==> config.mk <==
export PLATFORM = sky130hd
export DESIGN_NAME = instr_byte_loader
export DESIGN_NICKNAME = d
export VERILOG_FILES = /design/src/rtl/instr_byte_loader.sv
export SDC_FILE = /design/constraint.sdc
export NUM_CORES = 1
export LEC_CHECK = 0
export BUFFER_PORTS_ARGS = -buffer_cell sky130_fd_sc_hd__clkbuf_2
export CORE_UTILIZATION = 30
export DETAILED_ROUTE_END_ITERATION = 8
export GPL_TIMING_DRIVEN = 0
export PLACE_DENSITY = 0.57
export SYNTH_ARGS = -nofsm -noshare
export SYNTH_HDL_FRONTEND = slang
export SYNTH_SLANG_ARGS = --single-unit
==> constraint.sdc <==
create_clock -name clk_i -period 3.8 [get_ports clk_i]
set_input_delay 0.76 -clock clk_i [delete_from_list [all_inputs] [get_ports clk_i]]
set_output_delay 0.76 -clock clk_i [all_outputs]
set_load 0.01 [all_outputs]
==> src/rtl/instr_byte_loader.sv <==
// Instruction byte loader: frames a serial byte stream between START/END
// markers, packs bytes little-endian into 32-bit words and writes them to
// instruction memory, then releases the core once the end marker arrives.
module instr_byte_loader #(
  parameter int unsigned ADDR_W     = 6,
  parameter int unsigned DEPTH      = 64,
  parameter logic [7:0]  START_BYTE = 8'hFE,
  parameter logic [7:0]  END_BYTE   = 8'hFF
) (
  input  logic              clk_i,
  input  logic              reset,
  input  logic [7:0]        instr_i,
  output logic              imem_we_o,
  output logic [ADDR_W-1:0] imem_addr_o,
  output logic [31:0]       imem_data_o,
  output logic [ADDR_W:0]   word_cnt_o,
  output logic              overflow_o,
  output logic              loading_o,
  output logic              core_run_o
);

  typedef enum logic [1:0] {
    S_IDLE = 2'd0,
    S_LOAD = 2'd1,
    S_DONE = 2'd2
  } state_t;

  localparam logic [ADDR_W:0] L_FULL = (ADDR_W+1)'(DEPTH);
  localparam logic [ADDR_W:0] L_ONE  = (ADDR_W+1)'(1);

  state_t              r_state;
  logic [1:0]          r_byte_idx;
  // Only lanes 0..2 are held; lane 3 goes straight from instr_i into the word.
  logic [23:0]         r_shift;
  logic                r_we;
  logic [ADDR_W-1:0]   r_addr;
  logic [31:0]         r_data;
  logic [ADDR_W:0]     r_word_cnt;
  logic                r_overflow;
  logic                r_loading;
  logic                r_core_run;

  logic                w_full;
  logic                w_is_end;
  logic [31:0]         w_word;

  assign w_full   = (r_word_cnt == L_FULL);
  assign w_is_end = (r_byte_idx == 2'd0) && (instr_i == END_BYTE);
  assign w_word   = {instr_i, r_shift};

  // Framing FSM, byte packing and memory write strobe generation.
  always_ff @(posedge clk_i or posedge reset) begin
    if (reset) begin
      r_state    <= S_IDLE;
      r_byte_idx <= '0;
      r_shift    <= '0;
      r_we       <= 1'b0;
      r_addr     <= '0;
      r_data     <= '0;
      r_word_cnt <= '0;
      r_overflow <= 1'b0;
      r_loading  <= 1'b0;
      r_core_run <= 1'b0;
    end else begin
      r_we <= 1'b0;
      case (r_state)
        S_IDLE, S_DONE: begin
          if (instr_i == START_BYTE) begin
            r_state    <= S_LOAD;
            r_byte_idx <= '0;
            r_word_cnt <= '0;
            r_overflow <= 1'b0;
            r_loading  <= 1'b1;
            r_core_run <= 1'b0;
          end
        end
        S_LOAD: begin
          if (w_is_end) begin
            r_state    <= S_DONE;
            r_loading  <= 1'b0;
            r_core_run <= 1'b1;
          end else begin
            case (r_byte_idx)
              2'd0:    r_shift[7:0]   <= instr_i;
              2'd1:    r_shift[15:8]  <= instr_i;
              2'd2:    r_shift[23:16] <= instr_i;
              default: ;
            endcase
            r_byte_idx <= r_byte_idx + 2'd1;
            if (r_byte_idx == 2'd3) begin
              if (w_full) begin
                r_overflow <= 1'b1;
              end else begin
                r_we       <= 1'b1;
                r_addr     <= r_word_cnt[ADDR_W-1:0];
                r_data     <= w_word;
                r_word_cnt <= r_word_cnt + L_ONE;
              end
            end
          end
        end
        default: begin
          r_state <= S_IDLE;
        end
      endcase
    end
  end

  assign imem_we_o   = r_we;
  assign imem_addr_o = r_addr;
  assign imem_data_o = r_data;
  assign word_cnt_o  = r_word_cnt;
  assign overflow_o  = r_overflow;
  assign loading_o   = r_loading;
  assign core_run_o  = r_core_run;

endmodule

==> summary.txt <==
DIE HEIGHT: 107 µm
setup bufs post-CTS: 0
global-route wire length before repair: 11.0 mm
Synth Register Bits: 77
total CTS buffers: 9
largest net degree at the start of global routing: 43
clock root buffer: clkbuf_8
synth top area cells: dfrtp_1 58%, mux2_4 17%, mux2_2 8.2%, ha_1 2.3%, buf_6 1.4%
Ports: 59
top_reg_cell synth: dfrtp_1
CP Max Fanout: 9
hold buffer count at CTS: 0
post-synth top area cell: dfrtp_1
Synth cell types: 35
instance count of the mapped netlist: 220
GRT Util Overall: 0.130
asr flop ratio synth: 1.00
Worst slew margin: 0.619
CTS tree: built
clk_lat worst skew: 0.36 ns
Die Wd: 107 µm
Setup CP Type: input pin to register
Clock Sinks: 77
Setup violations, final: 0
total gr overflow: 0
fin crit period: 2.30 ns
post-cts resize count: 0
number of synthesized flops with an enable pin: 0
maximum VDD drop: 0.126 mV
fin nets: 305
final period utilization: 0.606
outcome: complete, no violations
Syn Nets: 236
initial antenna violation count: 0
layout cells sized above 1: 0.510
Crit path arrival time: 2.54 ns
DR pass1 iterations: 4
Commonest cells post-synth: 77 x dfrtp_1, 38 x mux2_4, 24 x mux2_2
Max-Cap Viols: 0
post-route ant nets: 0
synth warn: 0
Hold WC Path Type: input pin to async pin
Worst Skew: 0.00636 ns
Mapped Area: 3300 µm²
Seq/Total Area, Yosys: 0.583
final WL: 6.78 mm
Starting Density: 0.314
wire per inst: 15.8 µm
Worst Tran Pin Value: 0.572 ns
Final HPWL DP: 4.69 mm
Placed Instances: 414
Yosys top cell area share: 0.583
most frequent cell after synthesis: dfrtp_1
drt drc: 0
Port Buf Inserts: 57
Longest Clk Path Bufs: 2
FP Rows: 37
RSZ-0062 raised after global routing: no
leak pwr: 0.00199 µW
total core area: 10,500 µm²
WP data required: 4.04 ns
fin. max-slew vios: 0
vias in the first global route: 2,054
max frequency: 434 MHz
vias per cell: 4.60
Layout Area Growth over Synthesis: 20.8%
Worst Setup End Kind: register
number of H-tree levels: 3
via count: 1,978
Hold WS: 0.415 ns
DIE AREA: 11,400 µm²
critical path launch point type: input pin
Antenna diodes: 0
Hold Violations, Final: 0
DRT iter0 DRCs: 58
pwr dens: 390 nW/µm²
gp weighted congestion: 0.744
Non-Filler Instances: 430
setup tns final: 0 ns
fin area: 3990 µm²
DP Area: 3780 µm²
CTS clock-pin slew for the worst setup and hold paths: 0.07 ns
Syn Area/Cell: 15.0 µm²
-- area by class of cell --
class                   count  area (µm²)
inverters                   8        32.5
flip-flops and latches     77        1930
well taps                 136         170
clock buffers              12         165
clock inverters             4        45.0
repair buffers             58         305
multi-input cells         127        1280
fillers                  1007        6520
plain buffers               8        63.8
-- where the power goes --
part           leakage, µW  internal [µW]  switching, µW  total (µW)
registers          0.00104            829           11.2         840
clock network     0.000112            354            299         653
logic             0.000844           21.5           41.9        63.4
-- layout by cell type (no fill, tap or decap), types with 4 or more instances in the layout --
master     instances
mux2_2            24
clkbuf_2          57
mux2_4            38
a31oi_1            4
ha_1               6
clkbuf_8          12
nand2_1            8
buf_6              4
a2bb2oi_1          4
o21ai_0            5
dfrtp_1           77
inv_1              7
nor2_1             8
-- per-layer routing --
layer,wire (µm),share of wire,global-route usage,up-vias
met5,0,0,0,-
met2,3060,0.45,0.191,39
met1,3230,0.48,0.170,1006
li1,-,-,-,918
met4,193,0.028,0.0802,0
met3,304,0.045,0.0347,15
-- sequential cells by signal, indices dropped and copies added, names as in the netlist --
| name | count |
|---|---|
| r_byte_idx | 2 |
| imem_we_o | 1 |
| overflow_o | 1 |
| imem_addr_o | 6 |
| r_shift | 24 |
| core_run_o | 1 |
| imem_data_o | 32 |
| word_cnt_o | 7 |
| loading_o | 1 |
| r_state | 2 |
-- kinds of logic after synthesis --
group                    count (synthesis)  share of synthesized area
flip-flops                              77                      0.583
multiplexers                            63                      0.257
AND/OR/NAND/NOR                         30                     0.0447
AO/OA/AOI/OAI                           28                     0.0636
buffers and inverters                   16                     0.0284
adder cells (fa/ha/maj)                  6                     0.0227
-- worst max-delay path: stages --
cell	delay, ns
clkbuf_1	0.43
nand2_1	0.17
o31a_1	0.27
buf_2	0.16
nand2_1	0.36
mux2_2	0.39
-- through the flow --
stage          setup slack (ns)  power, µW   util
6_report                   1.50       1560  0.380
3_5_place_dp               1.12        923  0.360
2_1_floorplan              1.07        892      -
5_1_grt                    1.39       1620  0.380
4_1_cts                    1.50       1580  0.380
3_3_place_gp              0.126        918  0.358
-- path summary, 6_finish.rpt --
path,from,endpoint,slack [ns],depth (start not counted)
setup / recovery,instr_i[0],r_shift[8],1.50,6
hold / removal,reset,imem_data_o[3],0.41,2
setup reg to reg,r_byte_idx[0],r_shift[8],1.68,7
hold reg to reg,r_shift[1],imem_data_o[1],0.50,1
max in group asynchronous,reset,imem_data_o[8],2.81,3
min in group clk_i,r_shift[1],imem_data_o[1],0.50,1
Note: power is estimated with default switching activity, not from simulation.
